**src/rtl/genexu_mul_div_pipe.sv**
```systemverilog
// RISC-V M-extension execution unit with a pipelined multiplier, an iterative radix-2 divider and an in-order response FIFO.
// Credit counting bounds outstanding work to the FIFO depth, so a stalled consumer never loses a result.
module genexu_mul_div_pipe #(
  parameter int XLEN       = 32,
  parameter int MUL_STAGES = 2,
  parameter int RESP_DEPTH = 4,
  parameter int TAG_W      = 5,
  parameter int TRX_W      = 4
) (
  input  logic             clk_i,
  input  logic             rst_i,
  input  logic             stream_req_bus_genfifo_req_i,
  output logic             stream_req_bus_genfifo_ack_o,
  input  logic [2:0]       req_exu_opcode_i,
  input  logic [XLEN-1:0]  req_src0_data_i,
  input  logic [XLEN-1:0]  req_src1_data_i,
  input  logic             req_rd0_req_i,
  input  logic [TAG_W-1:0] req_rd0_tag_i,
  input  logic [TRX_W-1:0] req_trx_id_i,
  output logic             stream_resp_bus_genfifo_req_o,
  input  logic             stream_resp_bus_genfifo_ack_i,
  output logic [XLEN-1:0]  resp_rd0_wdata_o,
  output logic             resp_rd0_req_o,
  output logic [TAG_W-1:0] resp_rd0_tag_o,
  output logic [TRX_W-1:0] resp_trx_id_o,
  output logic             resp_alu_CF_o,
  output logic             resp_alu_SF_o,
  output logic             resp_alu_ZF_o,
  output logic             resp_alu_OF_o
);

  localparam int AW = (RESP_DEPTH > 1) ? $clog2(RESP_DEPTH) : 1;
  localparam int CW = $clog2(RESP_DEPTH + 1);
  localparam int NW = (XLEN > 1) ? $clog2(XLEN) : 1;
  localparam int MP = (MUL_STAGES > 1) ? MUL_STAGES - 1 : 1;

  typedef enum logic [1:0] {
    S_IDLE = 2'd0,
    S_ITER = 2'd1,
    S_DONE = 2'd2
  } div_st_t;

  function automatic logic [XLEN-1:0] cond_neg(input logic [XLEN-1:0] v, input logic neg);
    return neg ? (~v + 1'b1) : v;
  endfunction

  // Quotient of a zero divisor is forced to all ones; every other case falls out of the magnitudes.
  function automatic logic [XLEN-1:0] div_fixup(input logic [XLEN-1:0] quo, input logic [XLEN-1:0] rem,
                                                input logic is_rem, input logic q_neg, input logic r_neg,
                                                input logic div0);
    if (is_rem)    return cond_neg(rem, r_neg);
    else if (div0) return '1;
    else           return cond_neg(quo, q_neg);
  endfunction

  logic            w_is_div, w_ack, w_acc, w_acc_mul, w_acc_div;
  logic            w_mul_busy, w_mul_push, w_div_push, w_push, w_pop;
  logic [XLEN-1:0] w_mul_res, w_mul_wdata, w_div_wdata, w_push_wdata;
  logic            w_mul_rd0, w_push_rd0;
  logic [TAG_W-1:0] w_mul_tag, w_push_tag;
  logic [TRX_W-1:0] w_mul_trx, w_push_trx;

  div_st_t         r_div_st, w_div_st_nxt;
  logic [NW-1:0]   r_div_cnt;
  logic [CW-1:0]   r_outst, r_fcnt;
  logic [AW-1:0]   r_wr, r_rd;

  assign w_is_div  = req_exu_opcode_i[2];
  assign w_ack     = (r_outst < CW'(RESP_DEPTH)) && (r_div_st == S_IDLE) && (!w_is_div || !w_mul_busy);
  assign w_acc     = stream_req_bus_genfifo_req_i & w_ack;
  assign w_acc_mul = w_acc & ~w_is_div;
  assign w_acc_div = w_acc & w_is_div;
  assign stream_req_bus_genfifo_ack_o = w_ack;

  // ---- multiplier p0: operand extension and full-width product ----
  logic                   w_a_sgn, w_b_sgn;
  logic signed [2*XLEN-1:0] w_a_ext, w_b_ext, w_prod;

  assign w_a_sgn = (req_exu_opcode_i[1:0] == 2'd1) || (req_exu_opcode_i[1:0] == 2'd2);
  assign w_b_sgn = (req_exu_opcode_i[1:0] == 2'd1);
  assign w_a_ext = {{XLEN{w_a_sgn & req_src0_data_i[XLEN-1]}}, req_src0_data_i};
  assign w_b_ext = {{XLEN{w_b_sgn & req_src1_data_i[XLEN-1]}}, req_src1_data_i};
  assign w_prod  = w_a_ext * w_b_ext;
  assign w_mul_res = (req_exu_opcode_i[1:0] == 2'd0) ? w_prod[XLEN-1:0] : w_prod[2*XLEN-1:XLEN];

  // ---- multiplier p1..pN: result and sideband delay line ----
  if (MUL_STAGES == 1) begin : g_mul_comb
    assign w_mul_push  = w_acc_mul;
    assign w_mul_busy  = 1'b0;
    assign w_mul_wdata = w_mul_res;
    assign w_mul_rd0   = req_rd0_req_i;
    assign w_mul_tag   = req_rd0_tag_i;
    assign w_mul_trx   = req_trx_id_i;
  end else begin : g_mul_pipe
    logic [MP-1:0]    r_vld_p;
    logic [XLEN-1:0]  r_res_p [MP];
    logic [MP-1:0]    r_rd0_p;
    logic [TAG_W-1:0] r_tag_p [MP];
    logic [TRX_W-1:0] r_trx_p [MP];

    always_ff @(posedge clk_i) begin
      if (rst_i) begin
        r_vld_p <= '0;
      end else begin
        r_vld_p[0] <= w_acc_mul;
        for (int s = 1; s < MP; s++) r_vld_p[s] <= r_vld_p[s-1];
      end
    end

    always_ff @(posedge clk_i) begin
      r_res_p[0] <= w_mul_res;
      r_rd0_p[0] <= req_rd0_req_i;
      r_tag_p[0] <= req_rd0_tag_i;
      r_trx_p[0] <= req_trx_id_i;
      for (int s = 1; s < MP; s++) begin
        r_res_p[s] <= r_res_p[s-1];
        r_rd0_p[s] <= r_rd0_p[s-1];
        r_tag_p[s] <= r_tag_p[s-1];
        r_trx_p[s] <= r_trx_p[s-1];
      end
    end

    assign w_mul_push  = r_vld_p[MP-1];
    assign w_mul_busy  = |r_vld_p;
    assign w_mul_wdata = r_res_p[MP-1];
    assign w_mul_rd0   = r_rd0_p[MP-1];
    assign w_mul_tag   = r_tag_p[MP-1];
    assign w_mul_trx   = r_trx_p[MP-1];
  end

  // ---- divider: magnitudes and sign flags are latched on the accept edge ----
  logic            w_div_sgn, w_a_neg, w_b_neg, w_fits;
  logic [XLEN-1:0] w_a_abs, w_b_abs, w_diff;
  logic [XLEN:0]   w_shift;
  logic [XLEN-1:0] r_dvs, r_quo, r_rem;
  logic            r_q_neg, r_r_neg, r_div0, r_is_rem, r_div_rd0;
  logic [TAG_W-1:0] r_div_tag;
  logic [TRX_W-1:0] r_div_trx;

  assign w_div_sgn = ~req_exu_opcode_i[0];
  assign w_a_neg   = w_div_sgn & req_src0_data_i[XLEN-1];
  assign w_b_neg   = w_div_sgn & req_src1_data_i[XLEN-1];
  assign w_a_abs   = cond_neg(req_src0_data_i, w_a_neg);
  assign w_b_abs   = cond_neg(req_src1_data_i, w_b_neg);

  assign w_shift = {r_rem, r_quo[XLEN-1]};
  assign w_fits  = (w_shift >= {1'b0, r_dvs});
  assign w_diff  = w_shift[XLEN-1:0] - r_dvs;

  always_ff @(posedge clk_i) begin
    if (rst_i) r_div_st <= S_IDLE;
    else       r_div_st <= w_div_st_nxt;
  end

  always_comb begin
    w_div_st_nxt = r_div_st;
    w_div_push   = 1'b0;
    case (r_div_st)
      S_IDLE: if (w_acc_div) w_div_st_nxt = S_ITER;
      S_ITER: if (r_div_cnt == '0) w_div_st_nxt = S_DONE;
      S_DONE: begin
        w_div_push   = 1'b1;
        w_div_st_nxt = S_IDLE;
      end
      default: w_div_st_nxt = S_IDLE;
    endcase
  end

  always_ff @(posedge clk_i) begin
    if (rst_i)                  r_div_cnt <= '0;
    else if (w_acc_div)         r_div_cnt <= NW'(XLEN - 1);
    else if (r_div_st == S_ITER) r_div_cnt <= r_div_cnt - 1'b1;
  end

  // ---- divider iteration: restoring shift-subtract, quotient shifts in at the LSB ----
  always_ff @(posedge clk_i) begin
    if (w_acc_div) begin
      r_dvs     <= w_b_abs;
      r_quo     <= w_a_abs;
      r_rem     <= '0;
      r_q_neg   <= w_a_neg ^ w_b_neg;
      r_r_neg   <= w_a_neg;
      r_div0    <= (req_src1_data_i == '0);
      r_is_rem  <= req_exu_opcode_i[1];
      r_div_rd0 <= req_rd0_req_i;
      r_div_tag <= req_rd0_tag_i;
      r_div_trx <= req_trx_id_i;
    end else if (r_div_st == S_ITER) begin
      r_rem <= w_fits ? w_diff : w_shift[XLEN-1:0];
      r_quo <= {r_quo[XLEN-2:0], w_fits};
    end
  end

  assign w_div_wdata = div_fixup(r_quo, r_rem, r_is_rem, r_q_neg, r_r_neg, r_div0);

  // ---- response FIFO: the two producers never push in the same cycle ----
  logic [XLEN-1:0]  r_f_wdata [RESP_DEPTH];
  logic             r_f_rd0   [RESP_DEPTH];
  logic [TAG_W-1:0] r_f_tag   [RESP_DEPTH];
  logic [TRX_W-1:0] r_f_trx   [RESP_DEPTH];

  assign w_push       = w_mul_push | w_div_push;
  assign w_push_wdata = w_div_push ? w_div_wdata : w_mul_wdata;
  assign w_push_rd0   = w_div_push ? r_div_rd0   : w_mul_rd0;
  assign w_push_tag   = w_div_push ? r_div_tag   : w_mul_tag;
  assign w_push_trx   = w_div_push ? r_div_trx   : w_mul_trx;
  assign w_pop        = stream_resp_bus_genfifo_req_o & stream_resp_bus_genfifo_ack_i;

  always_ff @(posedge clk_i) begin
    if (rst_i) begin
      r_wr    <= '0;
      r_rd    <= '0;
      r_fcnt  <= '0;
      r_outst <= '0;
    end else begin
      if (w_push) r_wr <= r_wr + 1'b1;
      if (w_pop)  r_rd <= r_rd + 1'b1;
      r_fcnt  <= r_fcnt + CW'(w_push) - CW'(w_pop);
      r_outst <= r_outst + CW'(w_acc) - CW'(w_pop);
    end
  end

  always_ff @(posedge clk_i) begin
    if (w_push) begin
      r_f_wdata[r_wr] <= w_push_wdata;
      r_f_rd0[r_wr]   <= w_push_rd0;
      r_f_tag[r_wr]   <= w_push_tag;
      r_f_trx[r_wr]   <= w_push_trx;
    end
  end

  assign stream_resp_bus_genfifo_req_o = (r_fcnt != '0);
  assign resp_rd0_wdata_o = r_f_wdata[r_rd];
  assign resp_rd0_req_o   = r_f_rd0[r_rd];
  assign resp_rd0_tag_o   = r_f_tag[r_rd];
  assign resp_trx_id_o    = r_f_trx[r_rd];
  assign resp_alu_CF_o    = 1'b0;
  assign resp_alu_SF_o    = 1'b0;
  assign resp_alu_ZF_o    = 1'b0;
  assign resp_alu_OF_o    = 1'b0;

  a_fifo_no_overflow: assert property (@(posedge clk_i) disable iff (rst_i)
    !(w_push && (r_fcnt == CW'(RESP_DEPTH))));
  a_single_producer: assert property (@(posedge clk_i) disable iff (rst_i)
    !(w_mul_push && w_div_push));

endmodule

```
**config.mk**
```make
export PLATFORM = sky130hd
export DESIGN_NAME = genexu_mul_div_pipe
export DESIGN_NICKNAME = d
export VERILOG_FILES = /design/src/rtl/genexu_mul_div_pipe.sv
export SDC_FILE = /design/constraint.sdc
export NUM_CORES = 2
export LEC_CHECK = 0
export CORE_ASPECT_RATIO = 1.2
export CORE_UTILIZATION = 55
export CTS_BUF_LIST = sky130_fd_sc_hd__clkbuf_4 sky130_fd_sc_hd__clkbuf_8 sky130_fd_sc_hd__clkbuf_16
export CTS_CLUSTER_SIZE = 25
export DETAILED_ROUTE_END_ITERATION = 12
export PLACE_DENSITY_LB_ADDON = 0.1
export SLEW_MARGIN = 20
export SYNTH_ARGS = -nofsm -noshare
export SYNTH_HDL_FRONTEND = slang
export SYNTH_SLANG_ARGS = --single-unit
export TNS_END_PERCENT = 10
```
**constraint.sdc**
```tcl
create_clock -name clk_i -period 9.2 [get_ports clk_i]
set_clock_uncertainty 0.1 [all_clocks]
set_input_delay 1.38 -clock clk_i [delete_from_list [all_inputs] [get_ports clk_i]]
set_output_delay 1.38 -clock clk_i [all_outputs]
set_load 0.02 [all_outputs]
```
; ---- Word level (Yosys, flattened, before mapping)
; Memory sizes are Yosys's and may differ from the RTL's. A register that Yosys moved wholly into a read port is not among the register bits.
; Index checks and enable logic that the tools add are counted.
[totals]
regBits = 129
ramBits = 209
input_bits = 81
output_inout_bits = 48
elab_cells = 105
mem_count = 7
[classes]
addsub = 12
n_mul = 1
n_lt_le_gt_ge = 2
eq_ne = 6
muxes = 30
bitwise_logic = 16
reduce_logical = 13
[mem_list]
columns = memory, depth, word_bits, read_ports, rd_ports_with_merged_regs, write_ports, line
row1 = r_f_wdata, 4, 32, 1, 1, 1, 197  ; logic [XLEN-1:0] r_f_wdata [RESP_DEPTH];
row2 = g_mul_pipe.r_res_p, 1, 32, 1, 0, 1, 96  ; logic [XLEN-1:0] r_res_p [MP];
row3 = r_f_tag, 4, 5, 1, 1, 1, 199  ; logic [TAG_W-1:0] r_f_tag [RESP_DEPTH];
row4 = r_f_trx, 4, 4, 1, 1, 1, 200  ; logic [TRX_W-1:0] r_f_trx [RESP_DEPTH];
row5 = g_mul_pipe.r_tag_p, 1, 5, 1, 0, 1, 98  ; logic [TAG_W-1:0] r_tag_p [MP];
row6 = g_mul_pipe.r_trx_p, 1, 4, 1, 0, 1, 99  ; logic [TRX_W-1:0] r_trx_p [MP];
row7 = 1 more memories, -, -, -, -, -, -
[ops]
columns = operator, count
row1 = $mux 32, 11
row2 = $add 32x1->32 const B, 4
row3 = $not 32->32, 4
row4 = $mul 33x33->64, 1
row5 = $ge 33x32->1, 1
row6 = $logic_not 32->1, 1
row7 = $sub 32x32->32, 1
row8 = $mux 2, 10
row9 = $mux 5, 3
row10 = $and 1x1->1, 8
row11 = $add 3x1->3, 2
row12 = $sub 3x1->3, 2
row13 = $logic_not 5->1, 1
row14 = $sub 5x1->5 const B, 1
row15 = $add 2x1->2 const B, 2
row16 = $eq 2x1->1 const B, 2
row17 = $eq 2x2->1 const B, 2
row18 = $logic_not 2->1, 2
row19 = $mux 1, 4
row20 = $mux 4, 1
row21 = $ne 2x2->1 const B, 2
row22 = $pmux 2 s2, 1
row23 = $lt 3x3->1 const B, 1
row24 = $reduce_bool 3->1, 1
row25 = 8 further kinds, 12

; ---- Logic depth before layout (Yosys ltp)
[logic_depth]
word_depth = 7
mapped_depth = 33
mapped_depth_nobuf = 30

; ---- Worst setup path after synthesis
; No wires, ideal clock.
[synth_path]
path_kind = input port to flip-flop
startpoint = in req_exu_opcode_i[0]
endpoint = mem g_mul_pipe.r_res_p[0][29]
setup_time_ns = 0.059
arrival_ns = 9.398
required_time_ns = 9.041
slack_ns = -0.357
path_stages = 33
path_buffers = 3
path_cell_list = inv_1 -> ha_1 -> and2_1 -> clkbuf_1 -> clkbuf_1 -> nand2_1 -> inv_1 -> fa_1 -> inv_1 -> fa_1 -> inv_1 -> fa_1 -> fa_1 -> inv_1 -> fa_1 -> inv_1 -> fa_1 -> inv_1 -> fa_1 -> fa_1 -> inv_1 -> ha_1 -> clkbuf_1 -> nand4_1 -> inv_1 -> nand4_1 -> or3_1 -> a211oi_1 -> o211ai_1 -> nand2b_1 -> a21oi_1 -> a31oi_1 -> a22o_1
[synth_between]
elab_chain_len = 5
elab_cells_between_ends = 8
cone_classes = 1 x mul / 2 x eq/ne / 1 x mux / 2 x bitwise / 2 x reduce/logical
[synth_lines]
columns = item, line
row1 = start: declaration, 14  ; input logic [2:0] req_exu_opcode_i,
row2 = $eq 2x1->1 / $eq 2x2->1 (equally long branches), "79, 80"
row3 = $logic_or 1x1->1, 79  ; assign w_a_sgn = (req_exu_opcode_i[1:0] == 2'd1) || (req_exu_opcode_i[1:0] == 2'd2);
row4 = $and 1x1->1, 81  ; assign w_a_ext = {{XLEN{w_a_sgn & req_src0_data_i[XLEN-1]}}, req_src0_data_i};
row5 = $mul 33x33->64, 83  ; assign w_prod = w_a_ext * w_b_ext;
row6 = $mux 32 *, 84  ; assign w_mul_res = (req_exu_opcode_i[1:0] == 2'd0) ? w_prod[XLEN-1:0] : w_prod[2*XLEN-1:XLEN];
row7 = net w_mul_res[29], 58  ; logic [XLEN-1:0] w_mul_res, w_mul_wdata, w_div_wdata, w_push_wdata;
row8 = end: declaration, 96
; The timed path passes the listed nets; every way through them passes the cells marked *.

; ---- Final worst setup path
[layout_path]
startpoint = in req_src0_data_i[15]
endpoint = mem g_mul_pipe.r_res_p[0][29]
[layout_between]
elab_chain_len = 2
[layout_lines]
columns = item, line
row1 = start: declaration, 15  ; input logic [XLEN-1:0] req_src0_data_i,
row2 = $mul 33x33->64, 83
row3 = $mux 32, 84
row4 = net w_mul_res[29], 58
; The timed path passes the listed nets, and every way through them passes these cells.

==> results.txt <==
The total number of vias is 41600. The number of maximum-capacitance violations is 0. The synthesis warning total came out at 0. Counting every instance in the synthesized netlist gives 5852.

The post-route minimum period came out at between 8 and 9 ns. Leaving out filler cells and counting taps, the final layout contains 7511. The number of cells on the worst hold path is 1. The routability congestion estimate from global placement is 0.946. The count of final setup violators is 0. The post-placement cell count is 7433.

The share of layout cells above drive strength 1 is 0.122. The per-cell routed wire length came out at 21.8 um. The detailed-route wire length came out at 164 mm. The final layout net count came out at roughly 7700. The worst setup path is launched from an input port. The worst hold path begins at r_div_cnt[0]$_SDFFE_PP0P_. From left edge to right edge, the die measures 292 um. The arrival time reported for the critical path endpoint is 9.28 ns.

The required time of the worst setup path came out at 9.53 ns. The number of routed nets with antenna violations came out at 0. Counting both buffers and inverters, the worst setup path holds a total of 9.

The count of final max-slew check failures was 0. After floorplanning, the core was divided into between 100 and 150 placement rows. The area inside the core boundary is 99900 sq um.

The start-to-end type of the worst setup path is in -> reg. The pin count of the biggest net entering global routing came out at 66. The growth of design area from synthesis to finish is 13.6%. The worst-case reg-to-reg path depth is 13. The number of design-rule violations left by the first detailed-router iteration is 2854. Summed over all instances, the cell type with the most area after synthesis is sky130_fd_sc_hd__fa_1. Detailed placement finished with a half-perimeter wire length of approximately 140 mm. The top cell type's share of synthesized area is 0.408.

For this run, design rule violations remaining after detail routing come to 0. The peak clock frequency supported by timing is 0.112 GHz. The post-synthesis average cell area is 9.47 sq um.

The share of the Yosys chip area taken by registers is 0.167. Counting flops with a built-in enable in the synthesized netlist gives roughly 250. The number of sinks on the clock net is 340.

The residual overflow from global routing is 0. The post-synthesis async set-or-reset flop share came out at 0. Hold timing on the final database bottoms out at a slack of between 0.3 and 0.4 ns. The commonest cells after synthesis are sky130_fd_sc_hd__inv_1, sky130_fd_sc_hd__fa_1, sky130_fd_sc_hd__nand2_1, sky130_fd_sc_hd__clkbuf_1, sky130_fd_sc_hd__and2_1.

Yosys instantiated no cell more often than sky130_fd_sc_hd__inv_1. The total of buffers placed on input and output ports is 124. The later pin in the worst-skew pair is clocked with a latency of ~0.54 ns. The path class of the tightest hold or removal check is reg -> reg. The reg-to-reg setup timing slack came out at around 5.2 ns. The maximum clock insertion buffer count came out at 3. The worst register-to-register path begins at r_quo[31]$_DFFE_PP_. The worst register-to-register path ends at r_rem[5]$_SDFFE_PP0P_. The most used flip-flop cell after synthesis is sky130_fd_sc_hd__edfxtp_1. The die is 350 um tall. Pin placement for this block handled 129 I/O pins.

The worst-case hold path end point is r_div_cnt[0]$_SDFFE_PP0P_. The delay of the slowest cell on the worst path is 0.55 ns. Clock-pin slew was measured on the worst setup and hold paths at 0.06 ns. The transition time at the pin with the least slew margin is 1.04 ns. Using the TritonRoute via totals, the vias-per-cell ratio works out to 5.54. The netlist uses 80 different library cells. The initial antenna violation count is 11. The maximum fanout encountered on the critical timing path is 11. TritonCTS built the clock tree. The number of global-route vias before repair came out at around 45000. The type of destination of the critical path is a flop. The number of iterations in the first detailed-routing pass came out at 5. The global-route wire length before repair came out at between 200 and 300 mm.

Yosys attributes the largest share of cell area to sky130_fd_sc_hd__fa_1, sky130_fd_sc_hd__edfxtp_1, sky130_fd_sc_hd__inv_1. The count of hold-fix buffers inserted at cts is 0. The hold violation count in the final report was 0. The flow ran to the end, and the final reports show no timing, DRC or antenna violations.

The die covers between 100000 and 150000 sq um. The cell sitting at the root of the clock tree is a sky130_fd_sc_hd__clkbuf_16. The level count of the clock H-tree is 2. The global routing usage summed across all routing layers came out at 0.332. The finished cells cover 63000 sq um. After synthesis the netlist holds a flip-flop and latch count of 340.

On the critical path, the stage with the largest delay is an instance of sky130_fd_sc_hd__fa_1. The mapped netlist covers roughly 55000 sq um. The initial core utilization came out at 0.554. Summing all placed instances gives a cell area of 61500 sq um.

The family with the most delay on the worst path is adder cells. Clock tree synthesis inserted a total of 34 buffers. The remaining max-slew budget at the tightest pin is 0.292. The final worst-path cycle share came out at 0.973. By instance count, the cell type seen most on the critical path is sky130_fd_sc_hd__fa_1.
## state kept, by name, summed over array words and instances, names as in the netlist, 2 cells and up, named ones only
signal	cells
r_div_tag	5
r_dvs	32
r_rd	2
r_f_wdata	128
g_mul_pipe.r_res_p	32
r_div_trx	4
r_f_rd0	4
r_f_trx	16
g_mul_pipe.r_tag_p	5
r_rem	32
r_div_st	2
r_quo	32
r_fcnt	3
r_outst	3
g_mul_pipe.r_trx_p	4
r_wr	2
r_f_tag	20
r_div_cnt	5
## routing by layer
layer,vias to the layer above,track usage,routed length (um)
met5,-,0,86
met4,12,0.165,9560
met3,375,0.0423,10100
met2,1478,0.570,80200
met1,21300,0.416,63600
li1,18400,-,-
## final cells by class
cell class	count	area, sq um
Multi-Input combinational cell	3888	40200
Fill cell	8429	37000
Sequential cell	340	9270
Timing Repair Buffer	665	5950
Inverter	1261	4740
Tap cell	1290	1610
Clock buffer	48	992
Clock inverter	13	160
Antenna cell	6	15.0
## logic make-up (layout without fill, tap and decap cells)
family | count (synthesis) | in the layout | synth area share
simple gates | 1637 | 1637 | 0.134
mux | 53 | 53 | 0.0191
fa+ha+maj | 1388 | 1388 | 0.466
other cells | 1 | 10 | 0.0000677
flops | 340 | 340 | 0.167
buf+inv | 1627 | 1987 | 0.112
xor+xnor | 224 | 224 | 0.0354
compound gates | 582 | 582 | 0.0665
## worst reg2reg max path, cell delays in order (launching register included)
cell and delay, ns:
sky130_fd_sc_hd__edfxtp_1 0.37, sky130_fd_sc_hd__inv_1 0.29, sky130_fd_sc_hd__ha_1 0.27, sky130_fd_sc_hd__nor2b_1 0.06, sky130_fd_sc_hd__o31a_1 0.28, sky130_fd_sc_hd__o31a_1 0.31, sky130_fd_sc_hd__o31a_1 0.41, sky130_fd_sc_hd__a21oi_1 0.28
sky130_fd_sc_hd__o31ai_1 0.21, sky130_fd_sc_hd__o21ai_4 0.36, sky130_fd_sc_hd__buf_4 0.51, sky130_fd_sc_hd__nor2_1 0.14, sky130_fd_sc_hd__a21oi_1 0.15, sky130_fd_sc_hd__o21ai_0 0.09
## stage by stage
stage	TNS, ns	util	setup WS, ns
after global routing	-0.00198	0.630	-0.00198
after CTS	0	0.628	0.00113
final	0	0.630	0.248
after detailed placement	-18.16	0.615	-0.976
after floorplan	0	-	0.00420
after global placement	-15.86	0.615	-0.877
## cell usage in the layout, fill, tap and decap left out, drive strengths merged, types with 26 or more instances in the layout
cell type,synthesis,layout
xor2,116,116
o31ai,30,30
nor2,148,148
nand3,27,27
dfxtp,94,94
mux4,42,42
fa,1128,1128
edfxtp,246,246
inv,1260,1261
a221oi,31,31
and3,28,28
o21ai,182,182
a21o,58,58
nand2,989,989
xnor2,108,108
clkdlybuf4s50,3,85
a21oi,145,145
clkbuf,295,49
and2,271,271
ha,260,260
buf,68,578
nand4,26,26
nor3,33,33
## worst max-delay path by stage
stage,startpoint,to,slack [ns],cells past startpoint
global placement,req_exu_opcode_i[1],g_mul_pipe.r_res_p[0][28]$_DFF_P_,-0.88,31
finish,req_src0_data_i[15],g_mul_pipe.r_res_p[0][29]$_DFF_P_,0.25,29
CTS,req_exu_opcode_i[0],g_mul_pipe.r_res_p[0][29]$_DFF_P_,0.001,33
floorplan,req_exu_opcode_i[0],g_mul_pipe.r_res_p[0][29]$_DFF_P_,0.004,33
global route,req_exu_opcode_i[0],g_mul_pipe.r_res_p[0][31]$_DFF_P_,-0.002,33
detailed placement,req_exu_opcode_i[1],g_mul_pipe.r_res_p[0][29]$_DFF_P_,-0.98,32
## what timing repair did
item	CTS	global route
buffers inserted	6	4
gates cloned	0	0
setup endpoints to repair	17	20
gates resized for setup	11	31
pin swaps	8	22
Power is left out: the tool's default activity adds up to more than one toggle a clock period on the data nets, which glitch-free logic cannot reach.
